File: src/rtl/fifo_ram_controller_pkg.sv
`default_nettype none
// ----------------------------------------------------------------------------
// fifo_ram_controller_pkg: shared constants and wrap-bit pointer comparisons.
// Revision 1.0
// ----------------------------------------------------------------------------
package fifo_ram_controller_pkg;

  localparam int DEFAULT_WIDTH                  = 8;
  localparam int DEFAULT_DEPTH                  = 16;
  localparam int DEFAULT_ADDRESS_WIDTH          = $clog2(DEFAULT_DEPTH);
  localparam int DEFAULT_ALMOST_FULL_THRESHOLD  = DEFAULT_DEPTH - 2;
  localparam int DEFAULT_ALMOST_EMPTY_THRESHOLD = 2;
  localparam int PTR_MAX_WIDTH                  = 32;

  typedef logic [PTR_MAX_WIDTH-1:0] ptr_t;

  // One extra bit holds 0..DEPTH, and also DEPTH+1 because DEPTH is a power of two.
  function automatic int level_width(input int address_width);
    return address_width + 1;
  endfunction

  localparam int LEVEL_WIDTH = level_width(DEFAULT_ADDRESS_WIDTH);

  function automatic logic is_empty(input ptr_t wr_ptr, input ptr_t rd_ptr);
    return wr_ptr == rd_ptr;
  endfunction

  function automatic logic is_full(input ptr_t wr_ptr, input ptr_t rd_ptr,
                                   input int unsigned address_width);
    return (wr_ptr ^ rd_ptr) == (ptr_t'(1) << address_width);
  endfunction

endpackage
`default_nettype wire

File: src/rtl/fifo_ram_controller_if.sv
`default_nettype none
// ----------------------------------------------------------------------------
// fifo_ram_controller_if: producer, consumer, RAM-port and status signals.
// Revision 1.0
// ----------------------------------------------------------------------------
interface fifo_ram_controller_if #(
  parameter int WIDTH         = fifo_ram_controller_pkg::DEFAULT_WIDTH,
  parameter int ADDRESS_WIDTH = fifo_ram_controller_pkg::DEFAULT_ADDRESS_WIDTH
);
  logic                     write_valid;
  logic [WIDTH-1:0]         write_data;
  logic                     write_ready;
  logic                     read_valid;
  logic [WIDTH-1:0]         read_data;
  logic                     read_ready;
  logic                     ram_write_enable;
  logic [ADDRESS_WIDTH-1:0] ram_write_address;
  logic [WIDTH-1:0]         ram_write_data;
  logic                     ram_read_enable;
  logic [ADDRESS_WIDTH-1:0] ram_read_address;
  logic [WIDTH-1:0]         ram_read_data;
  logic [ADDRESS_WIDTH:0]   level;
  logic                     full;
  logic                     empty;
  logic                     almost_full;
  logic                     almost_empty;

  modport slave (
    input  write_valid, write_data, read_ready, ram_read_data,
    output write_ready, read_valid, read_data,
    output ram_write_enable, ram_write_address, ram_write_data,
    output ram_read_enable, ram_read_address,
    output level, full, empty, almost_full, almost_empty
  );

  modport master (
    output write_valid, write_data, read_ready, ram_read_data,
    input  write_ready, read_valid, read_data,
    input  ram_write_enable, ram_write_address, ram_write_data,
    input  ram_read_enable, ram_read_address,
    input  level, full, empty, almost_full, almost_empty
  );
endinterface
`default_nettype wire

File: src/rtl/fifo_ram_controller_pointer.sv
`default_nettype none
// ----------------------------------------------------------------------------
// fifo_pointer: wrap-bit counter with increment enable and async reset.
// Revision 1.0
// ----------------------------------------------------------------------------
module fifo_pointer #(
  parameter int PTR_WIDTH = 5
) (
  input  logic                 clock,
  input  logic                 reset,
  input  logic                 increment_i,
  output logic [PTR_WIDTH-1:0] pointer_o,
  output logic [PTR_WIDTH-1:0] pointer_next_o
);
  logic [PTR_WIDTH-1:0] pointer_q;
  logic [PTR_WIDTH-1:0] pointer_d;

  always_comb begin
    pointer_d = pointer_q + PTR_WIDTH'(increment_i);
  end

  always_ff @(posedge clock or posedge reset) begin
    if (reset) begin
      pointer_q <= '0;
    end else begin
      pointer_q <= pointer_d;
    end
  end

  assign pointer_o      = pointer_q;
  assign pointer_next_o = pointer_d;
endmodule
`default_nettype wire

File: src/rtl/fifo_ram_controller.sv
`default_nettype none
// ----------------------------------------------------------------------------
// fifo_ram_controller: FIFO pointers/flags driving a dual-port RAM; optional
// output register via FIFO_RAM_CONTROLLER_OUTPUT_REGISTER_EN.  Revision 1.0
// ----------------------------------------------------------------------------
module fifo_ram_controller
  import fifo_ram_controller_pkg::*;
#(
  parameter int WIDTH                  = DEFAULT_WIDTH,
  parameter int DEPTH                  = DEFAULT_DEPTH,
  parameter int ADDRESS_WIDTH          = $clog2(DEPTH),
  parameter int ALMOST_FULL_THRESHOLD  = DEPTH - 2,
  parameter int ALMOST_EMPTY_THRESHOLD = DEFAULT_ALMOST_EMPTY_THRESHOLD
) (
  input  logic                   clock,
  input  logic                   reset,
  fifo_ram_controller_if.slave   bus
);
  localparam int            LW       = level_width(ADDRESS_WIDTH);
  localparam logic [LW-1:0] AF_LEVEL = LW'(ALMOST_FULL_THRESHOLD);
  localparam logic [LW-1:0] AE_LEVEL = LW'(ALMOST_EMPTY_THRESHOLD);

  logic [LW-1:0] wr_ptr, wr_ptr_next, rd_ptr, rd_ptr_next;
  logic [LW-1:0] level_q, level_d;
  logic          full_q, full_d, empty_q, empty_d;
  logic          almost_full_q, almost_full_d, almost_empty_q, almost_empty_d;
  logic          write_accept, read_pop, ram_pop;

  // Reset is folded in so no RAM write strobe escapes while reset is held.
  assign write_accept = bus.write_valid & ~full_q & ~reset;

  fifo_pointer #(.PTR_WIDTH(LW)) u_wr_ptr (
    .clock          (clock),
    .reset          (reset),
    .increment_i    (write_accept),
    .pointer_o      (wr_ptr),
    .pointer_next_o (wr_ptr_next)
  );

  fifo_pointer #(.PTR_WIDTH(LW)) u_rd_ptr (
    .clock          (clock),
    .reset          (reset),
    .increment_i    (ram_pop),
    .pointer_o      (rd_ptr),
    .pointer_next_o (rd_ptr_next)
  );

`ifdef FIFO_RAM_CONTROLLER_OUTPUT_REGISTER_EN
  logic [WIDTH-1:0] out_data_q;
  logic             out_valid_q, out_valid_d;
  logic             ram_empty;

  // The register refills from the RAM whenever it is free or being drained.
  assign ram_empty   = is_empty(ptr_t'(wr_ptr), ptr_t'(rd_ptr));
  assign read_pop    = out_valid_q & bus.read_ready;
  assign ram_pop     = ~ram_empty & (~out_valid_q | read_pop);
  assign out_valid_d = ram_pop | (out_valid_q & ~read_pop);

  always_ff @(posedge clock or posedge reset) begin
    if (reset) begin
      out_valid_q <= 1'b0;
      out_data_q  <= '0;
    end else begin
      out_valid_q <= out_valid_d;
      if (ram_pop) begin
        out_data_q <= bus.ram_read_data;
      end
    end
  end

  assign bus.read_valid      = out_valid_q;
  assign bus.read_data       = out_data_q;
  assign bus.ram_read_enable = ram_pop;
  assign full_d  = is_full(ptr_t'(wr_ptr_next), ptr_t'(rd_ptr_next), ADDRESS_WIDTH) & out_valid_d;
  assign empty_d = is_empty(ptr_t'(wr_ptr_next), ptr_t'(rd_ptr_next)) & ~out_valid_d;
`else
  assign read_pop            = ~empty_q & bus.read_ready;
  assign ram_pop             = read_pop;
  assign bus.read_valid      = ~empty_q;
  assign bus.read_data       = bus.ram_read_data;
  assign bus.ram_read_enable = ~empty_q;
  assign full_d  = is_full(ptr_t'(wr_ptr_next), ptr_t'(rd_ptr_next), ADDRESS_WIDTH);
  assign empty_d = is_empty(ptr_t'(wr_ptr_next), ptr_t'(rd_ptr_next));
`endif

  always_comb begin
    level_d        = level_q + LW'(write_accept) - LW'(read_pop);
    almost_full_d  = (level_d >= AF_LEVEL);
    almost_empty_d = (level_d <= AE_LEVEL);
  end

  always_ff @(posedge clock or posedge reset) begin
    if (reset) begin
      level_q        <= '0;
      full_q         <= 1'b0;
      empty_q        <= 1'b1;
      almost_full_q  <= 1'b0;
      almost_empty_q <= 1'b1;
    end else begin
      level_q        <= level_d;
      full_q         <= full_d;
      empty_q        <= empty_d;
      almost_full_q  <= almost_full_d;
      almost_empty_q <= almost_empty_d;
    end
  end

  assign bus.write_ready       = ~full_q;
  assign bus.ram_write_enable  = write_accept;
  assign bus.ram_write_address = wr_ptr[ADDRESS_WIDTH-1:0];
  assign bus.ram_write_data    = bus.write_data;
  assign bus.ram_read_address  = rd_ptr[ADDRESS_WIDTH-1:0];
  assign bus.level             = level_q;
  assign bus.full              = full_q;
  assign bus.empty             = empty_q;
  assign bus.almost_full       = almost_full_q;
  assign bus.almost_empty      = almost_empty_q;
endmodule
`default_nettype wire

File: src/flat_wrapper.sv
// flat-port wrapper written by rule: the top's interface ports become plain ports
module fifo_ram_controller_flat import fifo_ram_controller_pkg::*;
#(
  parameter int WIDTH                  = DEFAULT_WIDTH,
  parameter int DEPTH                  = DEFAULT_DEPTH,
  parameter int ADDRESS_WIDTH          = $clog2(DEPTH),
  parameter int ALMOST_FULL_THRESHOLD  = DEPTH - 2,
  parameter int ALMOST_EMPTY_THRESHOLD = DEFAULT_ALMOST_EMPTY_THRESHOLD
)
  (clock, reset, bus_write_valid, bus_write_data, bus_read_ready, bus_ram_read_data, bus_write_ready, bus_read_valid, bus_read_data, bus_ram_write_enable, bus_ram_write_address, bus_ram_write_data, bus_ram_read_enable, bus_ram_read_address, bus_level, bus_full, bus_empty, bus_almost_full, bus_almost_empty);
  fifo_ram_controller_if #(.WIDTH(WIDTH), .ADDRESS_WIDTH(ADDRESS_WIDTH)) bus_i ();
  input  logic clock;
  input  logic reset;
  input wire logic [$bits(bus_i.write_valid)-1:0] bus_write_valid;
  input wire logic [$bits(bus_i.write_data)-1:0] bus_write_data;
  input wire logic [$bits(bus_i.read_ready)-1:0] bus_read_ready;
  input wire logic [$bits(bus_i.ram_read_data)-1:0] bus_ram_read_data;
  output wire logic [$bits(bus_i.write_ready)-1:0] bus_write_ready;
  output wire logic [$bits(bus_i.read_valid)-1:0] bus_read_valid;
  output wire logic [$bits(bus_i.read_data)-1:0] bus_read_data;
  output wire logic [$bits(bus_i.ram_write_enable)-1:0] bus_ram_write_enable;
  output wire logic [$bits(bus_i.ram_write_address)-1:0] bus_ram_write_address;
  output wire logic [$bits(bus_i.ram_write_data)-1:0] bus_ram_write_data;
  output wire logic [$bits(bus_i.ram_read_enable)-1:0] bus_ram_read_enable;
  output wire logic [$bits(bus_i.ram_read_address)-1:0] bus_ram_read_address;
  output wire logic [$bits(bus_i.level)-1:0] bus_level;
  output wire logic [$bits(bus_i.full)-1:0] bus_full;
  output wire logic [$bits(bus_i.empty)-1:0] bus_empty;
  output wire logic [$bits(bus_i.almost_full)-1:0] bus_almost_full;
  output wire logic [$bits(bus_i.almost_empty)-1:0] bus_almost_empty;
  assign bus_i.write_valid = bus_write_valid;
  assign bus_i.write_data = bus_write_data;
  assign bus_i.read_ready = bus_read_ready;
  assign bus_i.ram_read_data = bus_ram_read_data;
  assign bus_write_ready = bus_i.write_ready;
  assign bus_read_valid = bus_i.read_valid;
  assign bus_read_data = bus_i.read_data;
  assign bus_ram_write_enable = bus_i.ram_write_enable;
  assign bus_ram_write_address = bus_i.ram_write_address;
  assign bus_ram_write_data = bus_i.ram_write_data;
  assign bus_ram_read_enable = bus_i.ram_read_enable;
  assign bus_ram_read_address = bus_i.ram_read_address;
  assign bus_level = bus_i.level;
  assign bus_full = bus_i.full;
  assign bus_empty = bus_i.empty;
  assign bus_almost_full = bus_i.almost_full;
  assign bus_almost_empty = bus_i.almost_empty;
  fifo_ram_controller #(.WIDTH(WIDTH), .DEPTH(DEPTH), .ADDRESS_WIDTH(ADDRESS_WIDTH), .ALMOST_FULL_THRESHOLD(ALMOST_FULL_THRESHOLD), .ALMOST_EMPTY_THRESHOLD(ALMOST_EMPTY_THRESHOLD)) u_core (.clock(clock), .reset(reset), .bus(bus_i));
endmodule
File: config.mk
export PLATFORM = sky130hd
export DESIGN_NAME = fifo_ram_controller_flat
export DESIGN_NICKNAME = d
export VERILOG_FILES = /design/src/rtl/fifo_ram_controller_pkg.sv /design/src/rtl/fifo_ram_controller_if.sv /design/src/rtl/fifo_ram_controller_pointer.sv /design/src/rtl/fifo_ram_controller.sv /design/src/flat_wrapper.sv
export SDC_FILE = /design/constraint.sdc
export NUM_CORES = 1
export LEC_CHECK = 0
export ABC_AREA = 1
export CAP_MARGIN = 30
export CORE_ASPECT_RATIO = 2
export CORE_MARGIN = 10
export CORE_UTILIZATION = 45
export DETAILED_ROUTE_END_ITERATION = 8
export DONT_BUFFER_PORTS = 1
export GPL_TIMING_DRIVEN = 1
export SYNTH_ARGS = -nofsm -noshare
export SYNTH_HDL_FRONTEND = slang
export SYNTH_SLANG_ARGS = --single-unit
File: constraint.sdc
create_clock -name clock -period 2.3 [get_ports clock]
set_input_delay 0.46 -clock clock [delete_from_list [all_inputs] [get_ports clock]]
set_output_delay 0.46 -clock clock [all_outputs]
set_load 0.05 [all_outputs]
After elaboration in Yosys (flattened, before gate mapping). Index checks and enable logic that the tools add are counted.

Output and inout bits: 37. Input port bits: 20. Register bits after elaboration: 19. Logic and storage cells: 22.

Add/sub/neg operators: 4. Eq/ne operators: 2. Bitwise logic cells: 7. $lt $le $gt $ge: 2.

Operators with widths (count): $eq 32x5->1 const B (1); $add 5x1->5 (3); $eq 5x5->1 (1); $ge 5x4->1 const B (1); $le 5x2->1 const B (1); $sub 5x1->5 (1); $xor 5x5->5 (1); $and 1x1->1 (3); $not 1->1 (3).

Longest topological paths before layout.
Word-level depth: 6. Depth in mapped cells: 14. Mapped depth without buffers: 14.

Modules after synthesis. From an unflattened synthesis, not the netlist that was laid out.

Cells, all modules: 135. Area, all modules: 1154.9 um^2.

Modules (own cells, without submodules): fifo_ram_controller (cells each 97, seq. area each 227.7 um^2, area an instance 739.5 um^2, instances 1); fifo_pointer (cells each 19, seq. area each 125.1 um^2, area an instance 207.7 um^2, instances 2).

Least setup slack after synthesis. Ideal clock, no wire load.

Path kind: register to register. Start: register u_core.full_q (netlist: u_core.bus.full). End: register u_core.empty_q (netlist: u_core.bus.empty). Clock period less this slack: 2674 ps. Buffers on the path: 0. Arrival time: 2598 ps. Data required time: 2224 ps. Library setup time: 76 ps. Cell stages (with the launch flop): 11. Setup slack: -374 ps. Path through: dfrtp_1 inv_1 nand3_1 inv_1 ha_1 ha_1 nand3_4 xnor2_4 and2_1 nor2_1 nor2_2.

Cells in the longest elaborated chain, start to end: 5.

Ends and longest elaborated chain: from (decl) (RTL line fifo_ram_controller.sv:25) `logic full_q, full_d, empty_q, empty_d;`; from (signal assigned) (RTL line fifo_ram_controller.sv:101) `full_q <= full_d;`; $not 1->1; via bus_write_ready (RTL line flat_wrapper.sv:18) `output wire logic [$bits(bus_i.write_ready)-1:0] bus_write_ready;`; $and 1x1->1 (2 in a row) (RTL line fifo_ram_controller.sv:30) `assign write_accept = bus.write_valid & ~full_q & ~reset;`; via bus_ram_write_enable (RTL line flat_wrapper.sv:21) `output wire logic [$bits(bus_i.ram_write_enable)-1:0] bus_ram_write_enable;`; $add 5x1->5 (RTL line fifo_ram_controller_pointer.sv:19) `pointer_d = pointer_q + PTR_WIDTH'(increment_i);`; via u_core.u_wr_ptr.pointer_next_o[4] (RTL line fifo_ram_controller_pointer.sv:13) `output logic [PTR_WIDTH-1:0] pointer_next_o`; $eq 5x5->1 (RTL line fifo_ram_controller_pkg.sv:25) `return wr_ptr == rd_ptr;`; via u_core.empty_d (RTL line fifo_ram_controller.sv:25); to (signal assigned) (RTL line fifo_ram_controller.sv:102) `empty_q <= empty_d;`; to (decl) (RTL line fifo_ram_controller.sv:25).

The timed path passes the listed nets, and every way through them passes these cells.

Worst setup path after layout.
Start: register u_core.empty_q (netlist: u_core.bus.empty). End: register u_core.almost_empty_q (netlist: u_core.bus.almost_empty).

Cells in the longest elaborated chain, start to end: 4.

Ends and longest elaborated chain: $not 1->1 (RTL line fifo_ram_controller.sv:77) `assign read_pop = ~empty_q & bus.read_ready;`; $and 1x1->1 (RTL line fifo_ram_controller.sv:77); $sub 5x1->5 (RTL line fifo_ram_controller.sv:87) `level_d = level_q + LW'(write_accept) - LW'(read_pop);`; via u_core.level_d[2] (RTL line fifo_ram_controller.sv:24) `logic [LW-1:0] level_q, level_d;`; $le 5x2->1 (RTL line fifo_ram_controller.sv:89) `almost_empty_d = (level_d <= AE_LEVEL);`; via u_core.almost_empty_d (RTL line fifo_ram_controller.sv:26) `logic almost_full_q, almost_full_d, almost_empty_q, almost_empty_d;`; to (signal assigned) (RTL line fifo_ram_controller.sv:104) `almost_empty_q <= almost_empty_d;`; to (decl) (RTL line fifo_ram_controller.sv:26).

The timed path passes the listed nets, and every way through them passes these cells.

==> results by group <==
Critical path
  – CP max-delay cell: dfstp_2
  – Worst Setup SP: u_core.bus.empty$_DFF_PP1_
  – Worst-path cell chain: nor2_2 > nand2_1 > nand2_1 > ha_2 > fa_2 > xor2_1 > a21oi_1 > nand2_1 > nor2_1
  – Reg2reg start: u_core.bus.empty$_DFF_PP1_
  – Worst R2R Setup Slack: around 0.36 ns
  – Startpoint types: flip-flop
  – Critical Path AT: 2.13 ns
  – Worst-path maximum fanout: 3
  – R2r endpoint: u_core.bus.almost_empty$_DFF_PP1_
  – Crit path top cell by count: nand2_1
  – Crit end category: flip-flop
  – Slowest stage delay, CP: 0.57 ns
  – Critical Path RT: 2.49 ns
  – Worst r2r path cells: 9
  – CP Class: reg2reg

Clock network
  – Worst-Skew Late Latency: 0.25 ns
  – CTS root buffer: clkbuf_8
  – Hold-fix buffers at CTS: 0
  – Postcts setup bufs: 0
  – CTS tree: built
  – Post-CTS Resized: 0
  – Clk slew on worst S/H paths: 0.07 ns
  – Sink Count: 19
  – H-tree levels: 1
  – Max clock buf depth: 2
  – CTS buffer count: 3

Timing
  – RSZ-0062 raised after global routing: no
  – Slew Limit Fails: 0
  – Final Hold Vio Count: 0
  – Max Clk Rate: 515 MHz
  – Relative slew margins: approximately two thirds
  – Tmin final: 1.94 ns
  – Final setup violating endpoints: 0
  – Final period util: ~84%
  – WHS: 0.136 ns
  – Worst-margin pin slew: ~0.51 ns
  – Worst Skew: 0.00186 ns
  – Setup slack after layout: 0.359 ns

Placed design
  – DP HPWL: approximately 2300 um
  – Placer Congestion: 0.807
  – Pre-CTS setup slack: around 0.32 ns
  – # port buffers: 0

Floorplanning
  – Core Area: 2740 um^2
  – Die Y: 95.1 um
  – Std cell rows: 27
  – Die ar.: 5480 um^2
  – # IOs: 57
  – Width of the die: 57.6 um
  – Initial Utilization: between 40% and 50%

Synth
  – Count of different cell masters after synthesis: 24
  – Post-Syn Nets: 174
  – Mean area per synthesized cell: between 8 and 9 um^2
  – Post-synth top area share: about 33%
  – Top post-synthesis cells by area: dfrtp_1, buf_4, nand2_1, ha_1, inv_1
  – Syn Inst Count: 146
  – Yosys synthesis warning count: 0
  – Synth Cell Area: between 1000 and 1500 um^2
  – Dominant cell type by area after synthesis: dfrtp_1
  – Yosys reg bits: 19
  – Seq/Total Area, Yosys: 37.6%

Routing
  – Iteration count of the initial detailed-routing pass: 2
  – Starting DRC count in detailed routing: 9
  – Residual DRC count: 0
  – Drt total wl: around 2700 um
  – Wire length per cell: 15.8 um
  – ANT nets after route: 0
  – Via density: approximately 5.0
  – Vias: 860

Run
  – Max Cap Violations: 0

Layout
  – Layout cells sized above 1: 28.9%
  – Area Growth Syn to Fin: 3.84%
  – Antenna fix cells: 0
  – Commonest non-fill, non-tap cell in the layout: nand2_1
  – Fin nets: approximately 170
  – Most frequent cells in the layout: nand2_1, buf_4, dfrtp_1, inv_1, nand3_1

Worst hold path
  – Worst Hold Class: in2async

Global routing
  – Pin count of the biggest net entering global routing: 20
  – First-pass GRT wire length: 4430 um
  – Global route overflow: 0
  – Vias in the first global route: 998
  – Initial antenna violation count: 0
  – Total track usage: 10.3%

Status
  – Outcome: finished, final reports clean
[worst max path at each step]
stage / depth (start not counted) / to
final: 9 / u_core.bus.almost_empty$_DFF_PP1_
after global routing: 12 / u_core.bus.almost_empty$_DFF_PP1_
after CTS: 9 / u_core.bus.almost_empty$_DFF_PP1_
after detailed placement: 10 / u_core.bus.almost_empty$_DFF_PP1_
after global placement: 10 / u_core.bus.almost_empty$_DFF_PP1_
after floorplan: 14 / u_core.bus.almost_empty$_DFF_PP1_
[flip-flops by register name, indices dropped and copies added (netlist names)]
signal and cells:
u_core.u_rd_ptr.pointer_o 5, u_core.bus.level 5, u_core.u_wr_ptr.pointer_o 5, u_core.bus.full 1, u_core.bus.almost_empty 1, u_core.bus.almost_full 1
u_core.bus.empty 1
[cell families (layout without fill, tap and decap cells)]
logic type	Yosys count	in the layout	synth area share, %
flops	19	19	37.6
compound gates	3	3	1.18
simple gates	64	64	23.6
xor+xnor	7	7	7.78
buf+inv	45	41	21.3
fa+ha+maj	8	8	8.47
[through the flow]
stage / cell area (um^2) / TNS, ns / utilization, % / cells
after floorplan: 1300 / -0.718 / - / 146
after global placement: 1270 / 0 / 46.5 / 167
after detailed placement: 1270 / 0 / 46.5 / 167
after CTS: 1320 / 0 / 48.2 / 171
after global routing: 1320 / 0 / 48.2 / 171
final: 1320 / 0 / 48.2 / 171
[cell usage after synthesis, drive strengths merged]
cell type and instances:
buf 26, inv 18, nor2 10, nand3b 1, nand3 13, and2 2, nand2 34, dfrtp 17
or2 1, ha 7, xnor2 5, dfstp 2, a21oi 3, xor2 2, nand4 3, clkinv 1
fa 1
[worst max-delay path: cells and delay by family (launching register included)]
| kind | cells | cell delay (ns) |
|---|---|---|
| flops | 1 | 0.57 |
| simple gates | 5 | 0.44 |
| compound gates | 1 | 0.14 |
| xor+xnor | 1 | 0.18 |
| fa+ha+maj | 2 | 0.55 |
[final cells by class]
| type | instances | area, um^2 |
|---|---|---|
| Tap cell | 29 | 36.3 |
| Clock inverter | 1 | 5.00 |
| Inverter | 19 | 82.6 |
| Timing Repair Buffer | 18 | 135 |
| Clock buffer | 3 | 41.3 |
| Sequential cell | 19 | 479 |
| Multi-Input combinational cell | 82 | 539 |
| Fill cell | 266 | 1420 |
[per-layer routing]
metal / wire length (um) / up-vias / global-route usage, %
met5: 0 / - / 0
met4: 122 / 0 / 5.91
met3: 262 / 14 / 5.73
met2: 1500 / 34 / 18.7
met1: 813 / 394 / 8.18
li1: - / 418 / -
Power is not shown: default switching activity piles up to over one toggle a cycle in this logic, so the estimate is an artifact.
